**src/rtl/fib_pkg.sv**
```systemverilog
// Shared definitions for the Fibonacci arbiter: default sizes and FSM state encoding.
package fib_pkg;

    localparam int unsigned FIB_W  = 32;
    localparam int unsigned FIB_N  = 4;
    localparam int unsigned FIB_IW = 7;

    typedef enum logic [1:0] {
        IDLE = 2'd0,
        RUN  = 2'd1,
        DONE = 2'd2
    } state_e;

endpackage

```
**src/rtl/fib_core.sv**
```systemverilog
// Iterative Fibonacci engine: loaded with k on start, steps once per enabled cycle until cnt==k.
module fib_core
    import fib_pkg::*;
#(
    parameter int unsigned W  = FIB_W,
    parameter int unsigned IW = FIB_IW
) (
    input  logic          clk,
    input  logic          rst,
    input  logic          en,
    input  logic          start,
    input  logic [IW-1:0] k,
    output logic [W-1:0]  result,
    output logic          finished
);

    // One extra bit so the counter can reach 2^IW-1 without wrapping.
    localparam int unsigned CW = IW + 1;

    logic [W-1:0]  a_q, a_d;
    logic [W-1:0]  b_q, b_d;
    logic [CW-1:0] cnt_q, cnt_d;
    logic [IW-1:0] k_q, k_d;
    logic          fin_q, fin_d;

    // fin_q tracks cnt==k for the register values it sits beside.
    always_comb begin
        a_d   = a_q;
        b_d   = b_q;
        cnt_d = cnt_q;
        k_d   = k_q;
        fin_d = fin_q;
        if (start) begin
            a_d   = '0;
            b_d   = W'(1);
            cnt_d = '0;
            k_d   = k;
            fin_d = (k == '0);
        end else if (!fin_q) begin
            a_d   = b_q;
            b_d   = a_q + b_q;
            cnt_d = cnt_q + CW'(1);
            fin_d = (cnt_d == CW'(k_q));
        end
    end

    always_ff @(posedge clk) begin
        if (!rst) begin
            a_q   <= '0;
            b_q   <= '0;
            cnt_q <= '0;
            k_q   <= '0;
            fin_q <= 1'b1;
        end else if (en) begin
            a_q   <= a_d;
            b_q   <= b_d;
            cnt_q <= cnt_d;
            k_q   <= k_d;
            fin_q <= fin_d;
        end
    end

    assign result   = a_q;
    assign finished = fin_q;

endmodule

```
**src/rtl/fib_arbiter.sv**
```systemverilog
// Round-robin front end that shares one fib_core among N requesters and returns F(k) mod 2^W.
module fib_arbiter
    import fib_pkg::*;
#(
    parameter int unsigned W  = FIB_W,
    parameter int unsigned N  = FIB_N,
    parameter int unsigned IW = FIB_IW
) (
    input  logic            clk,
    input  logic            rst,
    input  logic            en,
    input  logic [N-1:0]    req,
    input  logic [N*IW-1:0] idx,
    output logic [N-1:0]    gnt,
    output logic [N-1:0]    done,
    output logic [W-1:0]    y,
    output logic            busy
);

    localparam int unsigned PW = (N > 1) ? $clog2(N) : 1;

    state_e        state_q, state_d;
    logic [PW-1:0] ptr_q, ptr_d;
    logic [PW-1:0] owner_q, owner_d;
    logic [N-1:0]  gnt_q, gnt_d;
    logic [N-1:0]  done_q, done_d;
    logic [W-1:0]  y_q, y_d;
    logic          busy_q, busy_d;

    logic          win_found;
    logic [PW-1:0] win;
    logic [IW-1:0] win_k;
    int unsigned   pos;

    logic          start_c;
    logic [W-1:0]  core_res;
    logic          core_fin;

    // Round-robin search starting at the pointer, wrapping at N.
    always_comb begin
        win_found = 1'b0;
        win       = '0;
        win_k     = '0;
        pos       = 0;
        for (int unsigned i = 0; i < N; i++) begin
            pos = (int'(ptr_q) + i) % N;
            if (!win_found && req[pos]) begin
                win_found = 1'b1;
                win       = PW'(pos);
                win_k     = idx[pos*IW +: IW];
            end
        end
    end

    always_comb begin
        state_d = state_q;
        ptr_d   = ptr_q;
        owner_d = owner_q;
        gnt_d   = '0;
        done_d  = '0;
        y_d     = y_q;
        start_c = 1'b0;
        if (en) begin
            unique case (state_q)
                IDLE: begin
                    if (win_found) begin
                        owner_d    = win;
                        gnt_d[win] = 1'b1;
                        start_c    = 1'b1;
                        state_d    = RUN;
                    end
                end
                RUN: begin
                    if (core_fin) begin
                        y_d             = core_res;
                        done_d[owner_q] = 1'b1;
                        state_d         = DONE;
                    end
                end
                DONE: begin
                    ptr_d   = (owner_q == PW'(N - 1)) ? '0 : owner_q + PW'(1);
                    state_d = IDLE;
                end
                default: state_d = IDLE;
            endcase
        end
        busy_d = (state_d != IDLE);
    end

    always_ff @(posedge clk) begin
        if (!rst) begin
            state_q <= IDLE;
            ptr_q   <= '0;
            owner_q <= '0;
            gnt_q   <= '0;
            done_q  <= '0;
            y_q     <= '0;
            busy_q  <= 1'b0;
        end else begin
            state_q <= state_d;
            ptr_q   <= ptr_d;
            owner_q <= owner_d;
            gnt_q   <= gnt_d;
            done_q  <= done_d;
            y_q     <= y_d;
            busy_q  <= busy_d;
        end
    end

    fib_core #(
        .W  (W),
        .IW (IW)
    ) u_core (
        .clk      (clk),
        .rst      (rst),
        .en       (en),
        .start    (start_c),
        .k        (win_k),
        .result   (core_res),
        .finished (core_fin)
    );

    assign gnt  = gnt_q;
    assign done = done_q;
    assign y    = y_q;
    assign busy = busy_q;

endmodule

```
**config.mk**
```make
export PLATFORM = sky130hd
export DESIGN_NAME = fib_arbiter
export DESIGN_NICKNAME = d
export VERILOG_FILES = /design/src/rtl/fib_pkg.sv /design/src/rtl/fib_core.sv /design/src/rtl/fib_arbiter.sv
export SDC_FILE = /design/constraint.sdc
export NUM_CORES = 1
export LEC_CHECK = 0
export ABC_CLOCK_PERIOD_IN_PS = 3600
export BUFFER_PORTS_ARGS = -buffer_cell sky130_fd_sc_hd__buf_4
export CAP_MARGIN = 20
export CORE_ASPECT_RATIO = 1.5
export CORE_MARGIN = 5
export CORE_UTILIZATION = 45
export CTS_CLUSTER_DIAMETER = 40
export DETAILED_ROUTE_END_ITERATION = 8
export GPL_ROUTABILITY_DRIVEN = 1
export PLACE_DENSITY = 0.61
export SETUP_SLACK_MARGIN = 0.2
export SLEW_MARGIN = 20
export SYNTH_ARGS = -nofsm -noshare
export SYNTH_HDL_FRONTEND = slang
export SYNTH_SLANG_ARGS = --single-unit
```
**constraint.sdc**
```tcl
create_clock -name clk -period 3.6 [get_ports clk]
set_clock_uncertainty 0.05 [all_clocks]
set_input_delay 0.36 -clock clk [delete_from_list [all_inputs] [get_ports clk]]
set_output_delay 0.36 -clock clk [all_outputs]
set_load 0.01 [all_outputs]
```
Yosys cells after proc, flatten, opt, wreduce, memory -nomap -nowiden
Index checks and enable logic that the tools add are counted.

Register bits: 127. Input port bits: 35. Output and inout bits: 41. Logic and storage cells: 97.

Add/subtract/negate cells: 6. Multiply operators: 4. Order comparisons: 8. Eq/ne operators: 5. Shifts and indexed selects: 4. Mux-type cells: 40. Reduce and logical (&&, ||, !) cells: 18.

Operators by type and width (count): $mux 32 (4); $shiftx 28x6->7 (4); $add 32x32->32 (1); $mux 7 (4); $mul 2x3->5 const B (4); $lt 2x3->1 const B (6); $mux 2 (8); $mux 8 (2); $mux 1 (15); $add 8x1->8 const B (1); $bmux 1 s2 (4); $eq 8x7->1 (1); $reduce_and 4->1 (2); $logic_not 7->1 (1); $reduce_and 2->1 (3); $reduce_and 3->1 (2); $logic_and 1x1->1 (5); $add 2x1->2 const B (2); $add 2x2->2 const B (2); $demux 1 s2 (2); $eq 2x2->1 const B (2); $ge 2x1->1 const B (2); $pmux 2 s2 (1); $logic_not 1->1 (3); other kinds (4) (4).

Longest topological paths before layout
Gate-level depths: netlist of the first run.

Word-level depth: 17. Mapped depth: 12. Depth with buffers taken out: 12.

Cells and area by module
Synthesis of the first run repeated with hierarchy kept, for this count alone.

Cell total of the unflattened synthesis: 866. Area total of the unflattened synthesis: 7183.1 um^2.

By module, submodules not included: fib_core (instances 1, cells each 555, area an instance 4545.6 um^2, seq. area each 1601.5 um^2); fib_arbiter (instances 1, cells each 311, area an instance 2637.5 um^2, seq. area each 940.9 um^2).

Worst setup path before layout of the first run
Ideal clock, no wire load.

Path type: flip-flop to flip-flop. Start point: register u_core.a_q[6], in the netlist u_core.result[6]. End point: register u_core.b_q[31]. Setup time: 0.095 ns. Data arrival time: 2.563 ns. Required time: 3.455 ns. Setup slack: 0.892 ns. Stages on the path, launching flop included: 11. Path buffers: 0. Period minus slack after synthesis: 2.708 ns. Cells stage by stage: dfxtp_1 > ha_1 > a211oi_1 > o221a_2 > o211ai_2 > a21oi_4 > a2111oi_4 > a2111oi_2 > nor3b_1 > or4b_1 > o311ai_1.

Word-level cells in the longest chain between the ends: 3.

Ends and longest elaborated chain: start: declaration (RTL line fib_core.sv:20) `logic [W-1:0] a_q, a_d;`; start signal: assignment (RTL line fib_core.sv:49) `a_q <= '0;`; start signal: assignment (RTL line fib_core.sv:55) `a_q <= a_d;`; $add 32x32->32 (RTL line fib_core.sv:41) `b_d = a_q + b_q;`; $mux 32 (RTL line fib_core.sv:39) `end else if (!fin_q) begin`; $mux 32 (RTL line fib_core.sv:33) `if (start) begin`; end signal: assignment (RTL line fib_core.sv:50) `b_q <= '0;`; end signal: assignment (RTL line fib_core.sv:56) `b_q <= b_d;`; end: declaration (RTL line fib_core.sv:21) `logic [W-1:0] b_q, b_d;`.

No other way between the ends. The select of a mux whose other input is x is not followed. A chain may end at the register's enable or synchronous reset.

Worst setup path in the final report of the first run
Start point: register u_core.a_q[7], in the netlist u_core.result[7]. End point: register u_core.b_q[26].

Same word-level chain as after synthesis.

==> metrics.md, run 1 <==
| Metric | Value |
|---|---|
| IO Port Bufs | 75 |
| Status | completed |
| Post-Syn Area | 7420 um^2 |
| CTS resizes | 0 |
| DP Cell Count | 1153 |
| Static Leak | 3.53 nW |
| Register area share after synthesis | 34.3% |
| Async SR Flop Fraction | 0% |
| Worst endpoint required time | 3.86 ns |
| Setup TNS | 0 ns |
| Clock latency on the worst-skew pair | 0.42 ns |
| Worst Tran Pin Value | 0.775 ns |
| Maxcap violations | 0 |
| Setup WS post-layout | 0.518 ns |
| Dominant synthesized flop cell | dfxtp_1 |
| CP startpoint kind | flip-flop |
| Die H | 167 um |
| Post-Synthesis Net Count | 984 |
| Minimum clock period | 3.08 ns |
| Crit end category | flip-flop |
| ANT nets after route | 0 |
| DRT Wirelength | 17.8 mm |
| CP Max Fanout | 6 |
| Commonest non-fill, non-tap cell in the layout | nand2_1 |
| Final Cycle Share | 85.6% |
| Non-filler cells, final | 1185 |
| Net Sw Frac | 23.2% |
| Ys Warns | 0 |
| Residual DRC | 0 |
| Mean Syn Cell Area | 8.13 um^2 |
| TritonCTS clock tree | yes |
| Total track usage | 18.9% |
| Fin area | 8840 um^2 |
| Die area | 19200 um^2 |
| Power Density | 428 nW/um^2 |
| Worst-path clk slew | 0.06 ns |
| Post-CTS Setup Bufs | 0 |
| Setup violators final | 0 |
| Via count | 6533 |
| DP Area | 8140 um^2 |
| Peak supply drop | 0.212 mV |
| Fmax | 324 MHz |
| Post-DP HPWL | 12.2 mm |
| Sw power | 0.878 mW |
| Unrepaired setup endpoints after global routing | false |
| Slew Limit Fails | 0 |
| Seq pwr share | 38.0% |
| First-pass GRT wire length | 30.1 mm |
| Mapped Cells | 912 |
| Internal power | 2.91 mW |
| Core Footprint | 16200 um^2 |
| N_diodes | 0 |
| Layout Utilization | 54.6% |
| Synth Register Bits | 127 |
| Final nets | 1038 |
| Clock power frac | 53.2% |
| Number of hold violations in the final report | 0 |
| DR vias/cell | 5.51 |
| Vias in the first global route | 6421 |
| Post-synth EDFFs | 0 |
| Clock buffer depth | 2 |
| Largest net degree at the start of global routing | 54 |
| Commonest non-fill, non-tap cells in the layout | nand2_1, dfxtp_1, buf_4 |
| Remaining global-route overflow | 0 |
| RePlAce Congestion | 0.846 |
| Die Width | 115 um |
| Pre-CTS setup slack | 0.574 ns |
| Yosys cell types | 65 |
| Filler cells | 1541 |
| Initial antenna violation count | 0 |
| CP arrival | 3.34 ns |
| Clk Tree Root Cell | clkbuf_16 |
| Slew margin rel. | 48.3% |
| Total CTS buffers | 17 |
| Comb power frac | 8.7% |
| # IOs | 76 |
| Hold Path Class | in2reg |
| Starting Density | 45.8% |
| Area grow syn2layout | 19.2% |
| FP Rows | 57 |
| First-iteration detailed-routing DRC count | 389 |
| Hold Buf Count CTS | 0 |
| Layout cell share with drive strength beyond 1 | 16.0% |
| DR pass1 iterations | 5 |
| Critical setup path kind | reg2reg |
| # H-tree levels | 4 |
| Post-DR wirelength/cell | 15.0 um |
| Sink Count | 127 |
stage by stage:
stage | power, mW | hold slack [ns]
finish | 3.78 | 0.306
global route | 3.93 | 0.315
CTS | 3.83 | 0.294
detailed placement | 1.80 | 0.406
global placement | 1.80 | 0.401
floorplan | 1.69 | 0.392
critical path: stages (launching register included):
cell and delay (ns):
dfxtp_1 0.32, ha_1 0.38, a2111oi_0 0.63, a211o_1 0.26, nand3_2 0.13, o211a_1 0.29, o21ai_2 0.22, a21boi_1 0.11
or3_1 0.32, a32o_1 0.26
power groups by stage:
stage | clock (mW) | sequential, mW | combinational [mW]
after floorplan | 0 | 1.47 | 0.219
after global placement | 0 | 1.47 | 0.330
after detailed placement | 0 | 1.47 | 0.334
after CTS | 2.05 | 1.44 | 0.335
after global routing | 2.12 | 1.44 | 0.367
final | 2.02 | 1.44 | 0.330
cell type report:
| cell class | instances | area [um^2] | share of cell area, % |
|---|---|---|---|
| multi-input cells | 714 | 4610 | 52.2 |
| flip-flops and latches | 127 | 2540 | 28.8 |
| repair buffers | 88 | 661 | 7.47 |
| clock buffers | 20 | 467 | 5.28 |
| well taps | 206 | 258 | 2.92 |
| clock inverters | 12 | 230 | 2.60 |
| inverters | 18 | 67.6 | 0.764 |
synth_stat cells (all sizes together) (12+ instances only):
library cell / n / area, um^2
nand3: 52 / 265
nor3: 14 / 75.1
a21boi: 77 / 578
and3: 13 / 81.3
dfxtp: 127 / 2540
a21o: 20 / 150
xnor2: 22 / 193
nand2: 157 / 589
a22oi: 14 / 105
o21ai: 44 / 224
mux2i: 18 / 180
mux2: 15 / 169
ha: 36 / 450
xor2: 12 / 105
clkbuf: 41 / 154
buf: 12 / 52.6
nor2b: 26 / 163
a21oi: 35 / 186
inv: 18 / 67.6
nor2: 48 / 180
final timing paths:
path                                 startpoint                     endpoint  slack (ns)  cells past startpoint
setup reg to reg  u_core.result[7]$_SDFFE_PN0P_  u_core.b_q[26]$_SDFFE_PN0P_        0.52                      9
hold reg to reg              y[13]$_SDFFE_PN0P_           y[13]$_SDFFE_PN0P_        0.41                      2
setup / recovery  u_core.result[7]$_SDFFE_PN0P_  u_core.b_q[26]$_SDFFE_PN0P_        0.52                      9
hold / removal                           req[3]            gnt[3]$_SDFF_PN0_        0.31                      3
logic make-up after synthesis:
family / synth area share, %
simple gates: 21.9
fa+ha+maj: 6.34
xor+xnor: 4.01
mux: 4.71
flops: 34.3
compound gates: 25.1
buf+inv: 3.69
registers in the layout (all words and copies together) (netlist names):
signal and flops:
u_core.finished 1, y 32, owner_q 2, u_core.b_q 32, state_q 2, u_core.cnt_q 8
gnt 4, done 4, busy 1, u_core.result 32, ptr_q 2, u_core.k_q 7
routing by layer:
layer / routed length, um / track usage, % / vias up
met3: 604 / 2.85 / 27
met2: 9240 / 34.1 / 112
met4: 357 / 7.25 / 0
li1: - / - / 3348
met5: 0 / 0 / -
met1: 7610 / 22.0 / 3046
No activity file was read; power rests on OpenSTA's default activity.
==> inputs of run 2 (changes only) <==
--- a/config.mk
+++ b/config.mk
@@ -5,7 +5,6 @@
 export SDC_FILE = /design/constraint.sdc
 export NUM_CORES = 1
 export LEC_CHECK = 0
-export ABC_CLOCK_PERIOD_IN_PS = 3600
 export BUFFER_PORTS_ARGS = -buffer_cell sky130_fd_sc_hd__buf_4
 export CAP_MARGIN = 20
 export CORE_ASPECT_RATIO = 1.5
@@ -15,6 +14,7 @@
 export DETAILED_ROUTE_END_ITERATION = 8
 export GPL_ROUTABILITY_DRIVEN = 1
 export PLACE_DENSITY = 0.61
+export REMOVE_ABC_BUFFERS = 1
 export SETUP_SLACK_MARGIN = 0.2
 export SLEW_MARGIN = 20
 export SYNTH_ARGS = -nofsm -noshare
==> metrics.md, run 2 (synthesis gave the netlist of run 1 again) <==
| Metric | Value |
|---|---|
| Die area | 19200 um^2 |
| Post-DR wirelength/cell | 14.7 um |
| Starting Density | 45.8% |
| Slew margin rel. | 50.7% |
| Number of hold violations in the final report | 0 |
| Peak supply drop | 0.244 mV |
| CTS resizes | 0 |
| Sink Count | 127 |
| Crit-path max cell delay | 0.48 ns |
| DR vias/cell | 5.44 |
| Setup crit start | u_core.result[3]$_SDFFE_PN0P_ |
| Slew Limit Fails | 0 |
| Clock latency on the worst-skew pair | 0.41 ns |
| Pre-CTS setup slack | 0.584 ns |
| Layout cell share with drive strength beyond 1 | 15.6% |
| Min-delay src | req[3] |
| Commonest non-fill, non-tap cell in the layout | nand2_1 |
| Total CTS buffers | 17 |
| CP Max Fanout | 5 |
| Worst endpoint required time | 3.86 ns |
| Launching point of the worst reg2reg path | u_core.result[3]$_SDFFE_PN0P_ |
| IO Port Bufs | 75 |
| Status | completed |
| First-pass GRT wire length | 29.8 mm |
| Largest net degree at the start of global routing | 76 |
| Clock buffer depth | 2 |
| N_diodes | 0 |
| Minimum clock period | 3.04 ns |
| Die Width | 115 um |
| Static Leak | 3.48 nW |
| Total track usage | 18.6% |
| ANT nets after route | 0 |
| Initial antenna violation count | 0 |
| Final nets | 1036 |
| DR pass1 iterations | 4 |
| CP startpoint kind | flip-flop |
| Post-DP HPWL | 11.8 mm |
| Residual DRC | 0 |
| Commonest non-fill, non-tap cells in the layout | nand2_1, dfxtp_1, buf_4 |
| # H-tree levels | 4 |
| Hold Path Class | in2reg |
| Setup WS post-layout | 0.560 ns |
| Worst-path clk slew | 0.06 ns |
| Remaining global-route overflow | 0 |
| Core Footprint | 16200 um^2 |
| Vias in the first global route | 6380 |
| Maxcap violations | 0 |
| Hold Buf Count CTS | 0 |
| CP cell instances | ha_1, a21o_1, a2bb2oi_1, o211ai_2, a21oi_4, a2111oi_4, a2111oi_2, nor3b_1, or4b_1, o311ai_1 |
| Area grow syn2layout | 17.8% |
| Worst Tran Pin Value | 0.737 ns |
| Final Cycle Share | 84.5% |
| Crit end category | flip-flop |
| Setup TNS | 0 ns |
| Critical setup path kind | reg2reg |
| Layout Utilization | 54.0% |
| CP arrival | 3.30 ns |
| Tot Pwr | 3.54 mW |
| Via count | 6422 |
| Clk Tree Root Cell | clkbuf_16 |
| # IOs | 76 |
| DRT Wirelength | 17.3 mm |
| Post-CTS Setup Bufs | 0 |
| Fmax | 329 MHz |
| RePlAce Congestion | 0.880 |
| Highest-delay cell along the critical path | or4b_1 |
| First-iteration detailed-routing DRC count | 288 |
| WHS | 0.317 ns |
| Unrepaired setup endpoints after global routing | false |
| Die H | 167 um |
| Power Density | 406 nW/um^2 |
| TritonCTS clock tree | yes |
| FP Rows | 57 |
| Setup violators final | 0 |
## run 2: final timing paths
check                                                   end  slack (ns)  depth (start not counted)
worst min-delay path                      gnt[2]$_SDFF_PN0_        0.32                          3
worst max register to register  u_core.b_q[31]$_SDFFE_PN0P_        0.56                         10
worst min register to register           y[29]$_SDFFE_PN0P_        0.41                          2
worst max-delay path            u_core.b_q[31]$_SDFFE_PN0P_        0.56                         10
## run 2: worst max-delay path, delay by kind of cell (launching register included)
family                     cells  cell delay, ns
DFF                            1            0.32
and+or+nand+nor                2            0.59
AOI/OAI and AO/OA              7            1.61
adders and majority gates      1            0.37
## run 2: per-stage QoR
step / std cells / cell area, um^2
6_report: 1181 / 8740
5_1_grt: 1181 / 8740
4_1_cts: 1181 / 8740
3_5_place_dp: 1151 / 8130
3_3_place_gp: 1151 / 8130
2_1_floorplan: 859 / 7210
## run 2: final cells by class
class,count,area (um^2)
Inverter,18,67.6
Timing Repair Buffer,86,646
Sequential cell,127,2540
Fill cell,1556,7450
Clock inverter,11,166
Tap cell,206,258
Multi-Input combinational cell,714,4610
Clock buffer,19,443
## run 2: per-layer routing
metal	part of all wire [%]	up-vias	global-route usage, %	wire [um]
li1	-	3346	-	-
met1	43	2978	21.5	7450
met2	53	85	34.2	9130
met3	3.2	13	3.39	560
met4	1.2	0	5.67	206
met5	0	-	0	0
## run 2: where the power goes
| part | leakage, nW | internal [mW] | switching, mW |
|---|---|---|---|
| combinational | 2.16 | 0.122 | 0.204 |
| clock | 0.291 | 1.17 | 0.614 |
| sequential | 1.03 | 1.42 | 0.0147 |
